File: src/rtl/boot_pkg.sv
// Shared state encoding and constants for boot_sequencer.
// ST_VERIFY exists only when BOOT_VERIFY_EN is defined.
package boot_pkg;

  localparam int unsigned WORD_BYTES = 4;

  typedef enum logic [2:0] {
    ST_IDLE   = 3'd0,
    ST_LOAD   = 3'd1,
`ifdef BOOT_VERIFY_EN
    ST_VERIFY = 3'd2,
`endif
    ST_RUN    = 3'd3,
    ST_DONE   = 3'd4
  } boot_state_e;

endpackage

File: src/rtl/run_budget_counter.sv
// Saturating enabled-cycle counter with terminal detection against a budget.
// last_o flags that the current enabled cycle is the final one (budget 0 = unlimited).
module run_budget_counter #(
  parameter int W = 32
) (
  input  logic         clk,
  input  logic         arst,
  input  logic         clr_i,
  input  logic         en_i,
  input  logic [W-1:0] budget_i,
  output logic [W-1:0] count_o,
  output logic         last_o
);

  logic [W-1:0] count_q, count_d;

  always_comb begin
    count_d = count_q;
    if (clr_i) begin
      count_d = '0;
    end else if (en_i && (count_q != '1)) begin
      count_d = count_q + W'(1);
    end
  end

  always_ff @(posedge clk or posedge arst) begin
    if (arst) begin
      count_q <= '0;
    end else begin
      count_q <= count_d;
    end
  end

  assign count_o = count_q;
  assign last_o  = (budget_i != '0) && (count_q == budget_i - W'(1));

endmodule

File: src/rtl/boot_sequencer.sv
// Boot sequencer: streams a program into instruction memory, then enables the CPU.
// Define BOOT_VERIFY_EN to add a checksum readback (VERIFY) before RUN.
module boot_sequencer
  import boot_pkg::*;
#(
  parameter int IMEM_WORDS = 512,
  parameter int RUN_CNT_W  = 32
) (
  input  logic                          clk,
  input  logic                          arst,
  input  logic                          start,
  input  logic [$clog2(IMEM_WORDS):0]   prog_len,
  input  logic [RUN_CNT_W-1:0]          run_cycles,
  input  logic                          ld_valid,
  output logic                          ld_ready,
  input  logic [31:0]                   ld_data,
  input  logic                          halt,
  output logic [63:0]                   imem_addr,
  output logic                          imem_wen,
  output logic [31:0]                   imem_wdata,
`ifdef BOOT_VERIFY_EN
  output logic                          imem_ren,
  input  logic [31:0]                   imem_rdata,
  output logic                          verify_err,
`endif
  output logic                          cpu_enable,
  output logic                          busy,
  output logic                          done,
  output logic [RUN_CNT_W-1:0]          cycles_run
);

  localparam int LW = $clog2(IMEM_WORDS) + 1;
  localparam logic [LW-1:0] MAX_LEN = LW'(IMEM_WORDS);

  boot_state_e          state_q, state_d;
  logic [LW-1:0]        len_q, len_d;
  logic [LW-1:0]        word_cnt_q, word_cnt_d;
  logic [RUN_CNT_W-1:0] budget_q, budget_d;
  logic                 cpu_en_q;
  logic                 xfer, run_en, run_last, cnt_clr;

`ifdef BOOT_VERIFY_EN
  logic [31:0]   sum_ld_q, sum_ld_d, sum_rd_q, sum_rd_d;
  logic [LW-1:0] rd_cnt_q, rd_cnt_d, ret_cnt_q, ret_cnt_d;
  logic          ren_q, verr_q, verr_d;
`endif

  run_budget_counter #(.W(RUN_CNT_W)) u_budget (
    .clk      (clk),
    .arst     (arst),
    .clr_i    (cnt_clr),
    .en_i     (run_en),
    .budget_i (budget_q),
    .count_o  (cycles_run),
    .last_o   (run_last)
  );

  assign ld_ready   = (state_q == ST_LOAD) && (word_cnt_q < len_q);
  assign xfer       = ld_valid && ld_ready;
  assign imem_wen   = xfer;
  assign imem_wdata = xfer ? ld_data : 32'h0;
  assign busy       = (state_q != ST_IDLE);
  assign done       = (state_q == ST_DONE);
  assign cpu_enable = cpu_en_q;

`ifdef BOOT_VERIFY_EN
  assign imem_ren   = (state_q == ST_VERIFY) && (rd_cnt_q < len_q);
  assign verify_err = verr_q;
`endif

  always_comb begin
    imem_addr = '0;
    if (xfer) begin
      imem_addr = 64'(word_cnt_q) * 64'(WORD_BYTES);
    end
`ifdef BOOT_VERIFY_EN
    else if (imem_ren) begin
      imem_addr = 64'(rd_cnt_q) * 64'(WORD_BYTES);
    end
`endif
  end

  always_comb begin
    state_d    = state_q;
    len_d      = len_q;
    word_cnt_d = word_cnt_q;
    budget_d   = budget_q;
    cnt_clr    = 1'b0;
    run_en     = 1'b0;
`ifdef BOOT_VERIFY_EN
    sum_ld_d   = sum_ld_q;
    sum_rd_d   = sum_rd_q;
    rd_cnt_d   = rd_cnt_q;
    ret_cnt_d  = ret_cnt_q;
    verr_d     = verr_q;
`endif
    unique case (state_q)
      ST_IDLE: begin
        if (start) begin
          len_d      = (prog_len > MAX_LEN) ? MAX_LEN : prog_len;
          budget_d   = run_cycles;
          word_cnt_d = '0;
          cnt_clr    = 1'b1;
          state_d    = (prog_len != '0) ? ST_LOAD : ST_RUN;
`ifdef BOOT_VERIFY_EN
          sum_ld_d   = '0;
          sum_rd_d   = '0;
          rd_cnt_d   = '0;
          ret_cnt_d  = '0;
          verr_d     = 1'b0;
`endif
        end
      end
      ST_LOAD: begin
        if (xfer) begin
          word_cnt_d = word_cnt_q + LW'(1);
`ifdef BOOT_VERIFY_EN
          sum_ld_d   = sum_ld_q + ld_data;
          if (word_cnt_q == len_q - LW'(1)) state_d = ST_VERIFY;
`else
          if (word_cnt_q == len_q - LW'(1)) state_d = ST_RUN;
`endif
        end
      end
`ifdef BOOT_VERIFY_EN
      ST_VERIFY: begin
        if (imem_ren) rd_cnt_d = rd_cnt_q + LW'(1);
        // Read data lands one cycle after the request, tracked by ren_q.
        if (ren_q) begin
          ret_cnt_d = ret_cnt_q + LW'(1);
          sum_rd_d  = sum_rd_q + imem_rdata;
          if (ret_cnt_q == len_q - LW'(1)) begin
            if (sum_rd_d == sum_ld_q) begin
              state_d = ST_RUN;
            end else begin
              verr_d  = 1'b1;
              state_d = ST_DONE;
            end
          end
        end
      end
`endif
      ST_RUN: begin
        run_en = 1'b1;
        if (halt || run_last) state_d = ST_DONE;
      end
      ST_DONE: state_d = ST_IDLE;
      default: state_d = ST_IDLE;
    endcase
  end

  always_ff @(posedge clk or posedge arst) begin
    if (arst) begin
      state_q    <= ST_IDLE;
      len_q      <= '0;
      word_cnt_q <= '0;
      budget_q   <= '0;
      cpu_en_q   <= 1'b0;
    end else begin
      state_q    <= state_d;
      len_q      <= len_d;
      word_cnt_q <= word_cnt_d;
      budget_q   <= budget_d;
      // Registered copy of (state == RUN) keeps the enable glitch-free.
      cpu_en_q   <= (state_d == ST_RUN);
    end
  end

`ifdef BOOT_VERIFY_EN
  always_ff @(posedge clk or posedge arst) begin
    if (arst) begin
      sum_ld_q  <= '0;
      sum_rd_q  <= '0;
      rd_cnt_q  <= '0;
      ret_cnt_q <= '0;
      ren_q     <= 1'b0;
      verr_q    <= 1'b0;
    end else begin
      sum_ld_q  <= sum_ld_d;
      sum_rd_q  <= sum_rd_d;
      rd_cnt_q  <= rd_cnt_d;
      ret_cnt_q <= ret_cnt_d;
      ren_q     <= imem_ren;
      verr_q    <= verr_d;
    end
  end
`endif

endmodule

File: config.mk
export PLATFORM = sky130hd
export DESIGN_NAME = boot_sequencer
export DESIGN_NICKNAME = d
export VERILOG_FILES = /design/src/rtl/boot_pkg.sv /design/src/rtl/run_budget_counter.sv /design/src/rtl/boot_sequencer.sv
export SDC_FILE = /design/constraint.sdc
export NUM_CORES = 1
export LEC_CHECK = 0
export ABC_AREA = 0
export CORE_MARGIN = 8
export CORE_UTILIZATION = 49
export CTS_CLUSTER_DIAMETER = 120
export DETAILED_ROUTE_END_ITERATION = 7
export GPL_TIMING_DRIVEN = 0
export HOLD_SLACK_MARGIN = 0.06
export PLACE_DENSITY = 0.9
export SLEW_MARGIN = 20
export SYNTH_ARGS = -nofsm -noshare
export SYNTH_HDL_FRONTEND = slang
export SYNTH_SLANG_ARGS = --single-unit
File: constraint.sdc
create_clock -name clk -period 5.4 [get_ports clk]
set_input_delay 1.08 -clock clk [delete_from_list [all_inputs] [get_ports clk]]
set_output_delay 1.08 -clock clk [all_outputs]
set_load 0.02 [all_outputs]
Word level (Yosys, flattened, before mapping)
Index checks and enable logic that the tools add are counted.
Operators by class
  eq/ne operators: 9
  add/subtract/negate cells: 4
  order comparisons: 2
  reduce and logical (&&, ||, !) cells: 13
  muxes and demuxes: 17
Operators with widths (number)
  two-way mux 32 bit: 3
  adder 32 x 1 -> 32 bit, second input constant: 1
  equality test 32 bit: 1
  != test 32 bit, second input constant: 1
  nonzero test 32 bit: 1
  subtractor 32 x 1 -> 32 bit, second input constant: 1
  two-way mux 10 bit: 3
  one-hot mux 10 bit (2 select lines): 1
  two-way mux 12 bit: 1
  two-way mux 3 bit: 4
  adder 10 x 1 -> 10 bit, second input constant: 1
  equality test 10 bit: 1
  > comparator 10 bit, second input constant: 1
  less-than comparator 10 bit: 1
  nonzero test 10 bit: 1
  subtractor 10 x 1 -> 10 bit, second input constant: 1
  one-hot mux 3 bit (3 select lines): 1
  equality test 3 x 2 -> 1 bit, second input constant: 2
  logical AND 1 bit: 4
  != test 2 bit, second input constant: 2
  nonzero test 2 bit: 2
  equality test 3 x 1 -> 1 bit, second input constant: 1
  equality test 3 bit, second input constant: 1
  logical NOT 3 bit: 1
  other kinds (6): 8
Storage, ports and cells
  word-level logic and storage cells: 51
  output and inout bits: 133
  bits in registers: 88

Depth between registers and ports, before layout
Gate-level depths: netlist (run 1).
  depth in word-level cells: 7
  depth in mapped cells: 11

By module
A second synthesis (run 1) with hierarchy kept.
Unflattened totals
  cells, all modules: 702
  area total of the unflattened synthesis: 6379.9 µm²
By module, submodules not included
  boot_sequencer: sequential area each 1401.3 µm², area each 3641.0 µm², cells each 366, times used 1
  run_budget_counter: sequential area each 800.8 µm², area each 2738.9 µm², cells each 336, times used 1

Worst setup path before layout (run 1)
No wires, ideal clock.
  path kind: register to output
  start point: reg word_cnt_q[1]
  end point: out imem_wdata[10]
  stages on the path, launching flop included: 10
  data required time: 4.320 ns
  data arrival time: 2.247 ns
  setup slack: 2.073 ns
  path buffers: 2
  cell sequence: dfrtp_1 -> ha_1 -> nor2b_1 -> o21a_1 -> o21ai_0 -> a21oi_1 -> o21ai_0 -> clkbuf_1 -> clkbuf_1 -> and3_1
On the way
  word-level cells in the longest chain between the ends: 4
Ends and longest elaborated chain
  start: declaration: RTL line boot_sequencer.sv:37  | logic [LW-1:0] word_cnt_q, word_cnt_d;
  start signal: assignment: RTL line boot_sequencer.sv:162  | word_cnt_q <= word_cnt_d;
  less-than comparator 10 bit: RTL line boot_sequencer.sv:58  | assign ld_ready = (state_q == ST_LOAD) && (word_cnt_q < len_q);
  logical AND 1 bit: RTL line boot_sequencer.sv:58
  logical AND 1 bit: RTL line boot_sequencer.sv:59  | assign xfer = ld_valid && ld_ready;
  two-way mux 32 bit: RTL line boot_sequencer.sv:61  | assign imem_wdata = xfer ? ld_data : 32'h0;
  end: declaration: RTL line boot_sequencer.sv:20  | output logic [31:0] imem_wdata,
Every way passes these cells.

Worst setup path in the final report (run 1)
  start point: reg word_cnt_q[1]
  end point: out imem_wdata[14]
Same word-level chain as after synthesis.

==> impl_metrics.csv, run 1 <==
group,metric,value,unit
logic_synthesis,synthDominantAreaCellType,"sky130_fd_sc_hd__dfrtp_1",
timing,final_number_of_max_transition_violations,0,
global_routing,grt_max_degree,46,
global_routing,grt_pass1_wl,31400,um
clock_network,cts-root-buf,"sky130_fd_sc_hd__clkbuf_16",
timing,rsz0062_at_grt,"false",
die,die_height,129,um
global_routing,global_route.overflow_total,0,
logic_synthesis,synth_xor_xnor_area_share,11.3,%
detailed_routing,final_routed_drc_violation_total,0,
detailed_routing,firstDrtPassIters,5,
critical_path,endpoint_class_of_the_critical_path,"primary output",
clock_network,cts-resized-gates,0,
critical_path,critical_path_required,4.32,ns
global_routing,gr-usage-all-layers,23.5,%
min_path,worst_hold_path_type,"flop to flop",
die,die_span_in_x,129,um
detailed_routing,route.layer.met1.wl,7600,um
logic_synthesis,share_of_synthesized_area_spent_on_multiplexers,0.656,%
clock_network,tritoncts,"done",
cells_and_area,area_overhead_of_the_layout_relative_to_synthesis,37.7,%
die,area_enclosed_by_the_die_boundary,0.0167,sq mm
timing,final_hold_viol_count,0,
logic_synthesis,synthDistinctLibCells,59,
timing,worst-slew-pin-transition,0.925,ns
timing,final.hold.worst_slack,0.542,ns
die,start_util,50.1,%
global_routing,grt_pass1_vias,6198,
timing,max-slew-margin-rel,37.8,%
power,p_leak,3.95,nW
detailed_routing,route.final.wire_length,19700,um
detailed_routing,route.met2.wl,9840,um
timing,setup_tns,0,ns
logic_synthesis,top_cells_by_instance_count_after_synthesis,"sky130_fd_sc_hd__nand2_1, sky130_fd_sc_hd__dfrtp_1, sky130_fd_sc_hd__and3_1, sky130_fd_sc_hd__nor2_1, sky130_fd_sc_hd__buf_4",
clock_network,post_cts_hold_buffer_count,0,
clock_network,cts_post_setup_buffers_inserted,0,
logic_synthesis,synthAdderAreaFrac,2.78,%
critical_path,worstSetupStartpointType,"flop",
cells_and_area,post_route_cells_drive_above_1_share,9.16,%
cells_and_area,finalNetCount,1082,
logic_synthesis,post_synth_simple_gate_area,30.9,%
detailed_routing,via_count_of_the_routed_design,6258,
logic_synthesis,combinational_family_with_the_most_area_after_synthesis,"simple AND/OR/NAND/NOR gates",
critical_path,path_max_fanout,10,
status,outcome,"complete, no violations",
power,pwr_density_cell,261,mW/mm^2
detailed_routing,top_layer_used,"met4",
clock_network,clkSinkCount,88,
job,maxCapViolCount,0,
timing,period_needed,4.73,ns
logic_synthesis,synth_area_per_cell,8.21,sq um
global_routing,grt_antenna_before_repair,0,
logic_synthesis,synth_seq_cells,88,
place,routabilityCongestion,0.879,
detailed_routing,via_per_inst,5.37,
timing,fin_crit_sh,87.7,%
logic_synthesis,most_used_flip_flop_cell_after_synthesis,"sky130_fd_sc_hd__dfrtp_1",
logic_synthesis,seq_area_frac_synth,35.0,%
clock_network,clk_pin_slew,0.06,ns
die,placeableCoreArea,0.0126,sq mm
place,dpl.hpwl,15000,um
logic_synthesis,synth_enable_flop_cells,0,
cells_and_area,num_antenna_cells,0,
logic_synthesis,synth-async-reset-ratio,100,%
logic_synthesis,synth_compound_gate_area_share,8.64,%
power,vdd_ir_drop_max,0.000162,V
clock_network,ctsLongestPathBuffers,2,
place,port_buffer_cells,157,
detailed_routing,final_antenna_net_count,0,
clock_network,worstSkewPairLatency,0.34,ns
timing,achievable-frequency,0.211,GHz
die,ios,212,
detailed_routing,drt_first_iter_violations,658,
clock_network,cts_buffers,9,
die,site_rows,41,
logic_synthesis,netlist_top_cells_area,"sky130_fd_sc_hd__dfrtp_1, sky130_fd_sc_hd__nand2_1, sky130_fd_sc_hd__buf_4",
logic_synthesis,yosys.area.top_type_share,35.0,%
clock_network,h-tree-depth,3,
logic_synthesis,yosys.cell_count.top_type,"sky130_fd_sc_hd__nand2_1",
timing,setup_violations,0,
timing,finalClockSkew,0.00867,ns
critical_path,timing.setup.critical_path_class,"flop to primary output",
logic_synthesis,synth_area,0.00630,sq mm
logic_synthesis,ys.warnings.count,0,
detailed_routing,met3RoutedLength,1670,um
logic_synthesis,synthesis.instances,767,
critical_path,arrival,3.65,ns
detailed_routing,wl_per_cell,16.9,um
-- per-stage QoR --
| step | util (%) | cell area [sq um] | power [mW] | cells | setup WS, ns |
|---|---|---|---|---|---|
| floorplan | - | 6500 | 1.24 | 820 | 2.04 |
| global placement | 65.9 | 8280 | 1.47 | 1149 | 0.668 |
| detailed placement | 66.1 | 8310 | 1.49 | 1150 | 1.03 |
| CTS | 69.0 | 8670 | 2.26 | 1165 | 0.686 |
| global route | 69.0 | 8670 | 2.36 | 1165 | 0.402 |
| finish | 69.0 | 8670 | 2.27 | 1165 | 0.666 |
-- worst max-delay path, cell delays in order (launching register included) --
cell,delay (ns)
sky130_fd_sc_hd__dfrtp_1,0.46
sky130_fd_sc_hd__ha_1,0.30
sky130_fd_sc_hd__nor2b_1,0.13
sky130_fd_sc_hd__o21a_1,0.15
sky130_fd_sc_hd__o21ai_0,0.19
sky130_fd_sc_hd__a21oi_1,0.09
sky130_fd_sc_hd__o21ai_0,0.39
sky130_fd_sc_hd__clkbuf_1,0.42
sky130_fd_sc_hd__clkbuf_1,0.35
sky130_fd_sc_hd__and3_1,0.20
sky130_fd_sc_hd__clkdlybuf4s50_1,0.63
-- cell type report --
cell class                 instances  area [sq um]
sequential                        88          2200
clock inverter                     5           129
timing repair buffer             158          1590
multi-input combinational        613          3620
buffer                            93           577
fill                             992          3890
inverter                          26           100
tap                              172           215
clock buffer                      10           239
-- path summary, 6_finish.rpt --
kind | depth (start not counted) | end | slack, ns | start
setup / recovery | 10 | imem_wdata[14] | 0.67 | word_cnt_q[1]$_DFFE_PP0P_
hold / removal | 2 | budget_q[31]$_DFFE_PP0P_ | 0.54 | budget_q[31]$_DFFE_PP0P_
setup reg to reg | 10 | state_q[0]$_DFF_PP0_ | 1.89 | budget_q[0]$_DFFE_PP0P_
hold reg to reg | 2 | budget_q[31]$_DFFE_PP0P_ | 0.54 | budget_q[31]$_DFFE_PP0P_
max in group asynchronous | 3 | u_budget.count_o[14]$_DFFE_PP0P_ | 3.60 | arst
min in group asynchronous | 2 | word_cnt_q[2]$_DFFE_PP0P_ | 1.16 | arst
-- report_power, final --
part / total (mW) / switching, mW / leakage [nW] / internal (mW)
sequential: 0.833 / 0.108 / 1.04 / 0.724
clock: 0.772 / 0.262 / 0.179 / 0.510
combinational: 0.661 / 0.342 / 2.72 / 0.320
total: 2.27 / 0.712 / 3.95 / 1.55
-- metal layers --
| metal | vias up | GRT usage [%] |
|---|---|---|
| met3 | 50 | 5.83 |
| met1 | 2916 | 28.2 |
| met4 | 0 | 8.91 |
| met5 | - | 0 |
| met2 | 302 | 39.8 |
| li1 | 2990 | - |
-- cells in the final DEF (no fill, tap or decap), types with 4 or more instances in the layout --
cell and count:
sky130_fd_sc_hd__clkbuf_1 33, sky130_fd_sc_hd__a31oi_1 6, sky130_fd_sc_hd__a21oi_1 13, sky130_fd_sc_hd__or4_1 9, sky130_fd_sc_hd__and3_1 57, sky130_fd_sc_hd__dfrtp_1 88, sky130_fd_sc_hd__nor4_1 10, sky130_fd_sc_hd__or3_1 8
sky130_fd_sc_hd__conb_1 54, sky130_fd_sc_hd__and4_1 4, sky130_fd_sc_hd__nor3b_1 4, sky130_fd_sc_hd__nor2_1 56, sky130_fd_sc_hd__clkdlybuf4s50_1 157, sky130_fd_sc_hd__xnor2_1 37, sky130_fd_sc_hd__clkbuf_16 9, sky130_fd_sc_hd__nand2_1 119
sky130_fd_sc_hd__and2_1 7, sky130_fd_sc_hd__xor2_1 44, sky130_fd_sc_hd__nand4_1 20, sky130_fd_sc_hd__buf_4 54, sky130_fd_sc_hd__o21ai_0 36, sky130_fd_sc_hd__nand3_1 30, sky130_fd_sc_hd__ha_1 14, sky130_fd_sc_hd__inv_1 25
sky130_fd_sc_hd__nor3_1 25, sky130_fd_sc_hd__bufinv_16 4, sky130_fd_sc_hd__nand3b_1 8
-- sequential cells by signal (all words and copies together) (netlist names) --
| signal | count |
|---|---|
| state_q | 3 |
| word_cnt_q | 10 |
| budget_q | 32 |
| u_budget.count_o | 32 |
| len_q | 10 |
| cpu_enable | 1 |
-- cell families (layout without fill, tap and decap cells) --
group	count (synthesis)	in the layout
and+or+nand+nor	375	375
buffers and inverters	119	292
DFF	88	88
AOI/OAI and AO/OA	85	85
xor gates and xnor gates	81	81
adders and majority gates	14	14
muxes	4	4
other	1	54
(Power assumes the default switching activity.)
==> run 2, diff against run 1 <==
--- a/config.mk
+++ b/config.mk
@@ -6,6 +6,7 @@
 export NUM_CORES = 1
 export LEC_CHECK = 0
 export ABC_AREA = 0
+export CAP_MARGIN = 30
 export CORE_MARGIN = 8
 export CORE_UTILIZATION = 49
 export CTS_CLUSTER_DIAMETER = 120
==> run 2 against run 1 <==
Net effect:
- sequential cell count stayed put
- non-clock buffer count is 1 higher
- highest routed layer unchanged
- clock-buffer cell count stayed put
==> impl_metrics.csv, run 2 (synthesized netlist as in run 1, its figures left out) <==
group,metric,value,unit
clock_network,clkSinkCount,88,
cells_and_area,fin_util,69.1,%
min_path,worstHoldStart,"budget_q[31]$_DFFE_PP0P_",
timing,rsz0062_at_grt,"false",
job,maxCapViolCount,0,
detailed_routing,final_routed_drc_violation_total,0,
timing,final.hold.worst_slack,0.541,ns
cells_and_area,post-route-cell-area,0.00868,sq mm
cells_and_area,layout.cells.most_common_list,"sky130_fd_sc_hd__clkdlybuf4s50_1, sky130_fd_sc_hd__nand2_1, sky130_fd_sc_hd__dfrtp_1",
timing,setup_violations,0,
critical_path,arrival,3.66,ns
critical_path,critical_path_required,4.32,ns
place,dpl_cell_area,0.00831,sq mm
detailed_routing,firstDrtPassIters,5,
cells_and_area,post_layout_nonfiller_instances,1166,
detailed_routing,wl_per_cell,16.8,um
clock_network,cts-root-buf,"sky130_fd_sc_hd__clkbuf_16",
clock_network,cts_buffers,9,
timing,finalClockSkew,0.00741,ns
clock_network,h-tree-depth,3,
die,die_height,129,um
detailed_routing,route.met2.wl,9800,um
critical_path,crit_slowest_cell,"sky130_fd_sc_hd__clkdlybuf4s50_1",
min_path,worst_hold_path_type,"flop to flop",
global_routing,grt_pass1_wl,31400,um
die,site_rows,41,
global_routing,grt_pass1_vias,6198,
place,routabilityCongestion,0.879,
power,vdd_ir_drop_max,0.000162,V
critical_path,crit-reg2reg-launch,"budget_q[0]$_DFFE_PP0P_",
cells_and_area,finalNetCount,1083,
global_routing,gr-usage-all-layers,23.5,%
clock_network,post_cts_hold_buffer_count,0,
global_routing,global_route.overflow_total,0,
clock_network,clk_pin_slew,0.06,ns
critical_path,path_cells,"ha_1, nor2b_1, o21a_1, o21ai_0, a21oi_1, o21ai_0, clkbuf_1, clkbuf_1, and3_1, clkdlybuf4s50_1",
timing,final_hold_viol_count,0,
clock_network,tritoncts,"done",
global_routing,grt_max_degree,46,
detailed_routing,final_antenna_net_count,0,
critical_path,endpoint_class_of_the_critical_path,"primary output",
place,dp_cells,1150,
cells_and_area,area_overhead_of_the_layout_relative_to_synthesis,37.8,%
power,p_leak,3.95,nW
power,fin_total_pwr,2.26,mW
detailed_routing,via_count_of_the_routed_design,6251,
clock_network,ctsLongestPathBuffers,2,
critical_path,reg2reg_setup_slack,1.90,ns
timing,fin_crit_sh,87.7,%
timing,setup_tns,0,ns
min_path,min_delay_endpoint,"budget_q[31]$_DFFE_PP0P_",
clock_network,worstSkewPairLatency,0.34,ns
clock_network,cts-resized-gates,0,
die,start_util,50.1,%
detailed_routing,drt_first_iter_violations,695,
detailed_routing,top_layer_used,"met4",
critical_path,timing.setup.critical_path_class,"flop to primary output",
critical_path,critical_path.reg2reg.endpoint,"state_q[0]$_DFF_PP0_",
die,die_span_in_x,129,um
cells_and_area,final_common_cell,"sky130_fd_sc_hd__clkdlybuf4s50_1",
detailed_routing,via_per_inst,5.36,
detailed_routing,route.final.wire_length,19600,um
global_routing,grt_antenna_before_repair,0,
critical_path,path_max_fanout,10,
die,area_enclosed_by_the_die_boundary,0.0167,sq mm
cells_and_area,num_antenna_cells,0,
timing,period_needed,4.74,ns
critical_path,reg2reg_depth,8,
detailed_routing,route.layer.met1.wl,7580,um
clock_network,cts_post_setup_buffers_inserted,0,
timing,achievable-frequency,0.211,GHz
timing,final_number_of_max_transition_violations,0,
die,placeableCoreArea,0.0126,sq mm
timing,worst-slew-pin-transition,0.656,ns
power,pwr_density_cell,261,mW/mm^2
critical_path,cp_slowest_stage_delay,0.63,ns
timing,max-slew-margin-rel,55.9,%
place,preCtsSetupSlack,1.03,ns
min_path,holdPathStages,2,
cells_and_area,post_route_cells_drive_above_1_share,9.26,%
timing,final.setup.worst_slack,0.665,ns
detailed_routing,met3RoutedLength,1660,um
critical_path,worstSetupStartpointType,"flop",
place,port_buffer_cells,157,
die,ios,212,
place,dpl.hpwl,15000,um
status,outcome,"complete, no violations",
==> run 2: worst max-delay path by stage <==
stage                                    to                      start
floorplan           budget_q[0]$_DFFE_PP0P_                       arst
global placement    budget_q[3]$_DFFE_PP0P_                       arst
detailed placement           imem_wdata[26]  word_cnt_q[1]$_DFFE_PP0P_
CTS                          imem_wdata[26]  word_cnt_q[1]$_DFFE_PP0P_
global route                 imem_wdata[14]       len_q[1]$_DFFE_PP0P_
finish                       imem_wdata[14]  word_cnt_q[1]$_DFFE_PP0P_
==> run 2: report_power, final <==
group | internal (mW) | leakage [nW] | switching (mW) | total, mW
Combinational | 0.320 | 2.73 | 0.341 | 0.661
Clock | 0.510 | 0.179 | 0.261 | 0.771
Sequential | 0.724 | 1.04 | 0.108 | 0.832
Total | 1.55 | 3.95 | 0.710 | 2.26
==> run 2: metal layers <==
layer | vias up | global-route usage (%)
met5 | - | 0
met4 | 0 | 8.91
met3 | 48 | 5.83
met2 | 294 | 39.8
met1 | 2924 | 28.2
li1 | 2985 | -
==> run 2: worst max-delay path, delay by kind of cell (launching register included) <==
family,cells,cell delay (ns)
and+or+nand+nor,2,0.33
buffers and inverters,3,1.40
DFF,1,0.46
AOI/OAI and AO/OA,4,0.82
adders and majority gates,1,0.30
==> run 2: final cells by class <==
class	count	area (sq um)
clock inverter	5	129
inverter	26	100
sequential	88	2200
timing repair buffer	159	1600
buffer	93	577
multi-input combinational	613	3620
clock buffer	10	239
fill	991	3890
tap	172	215
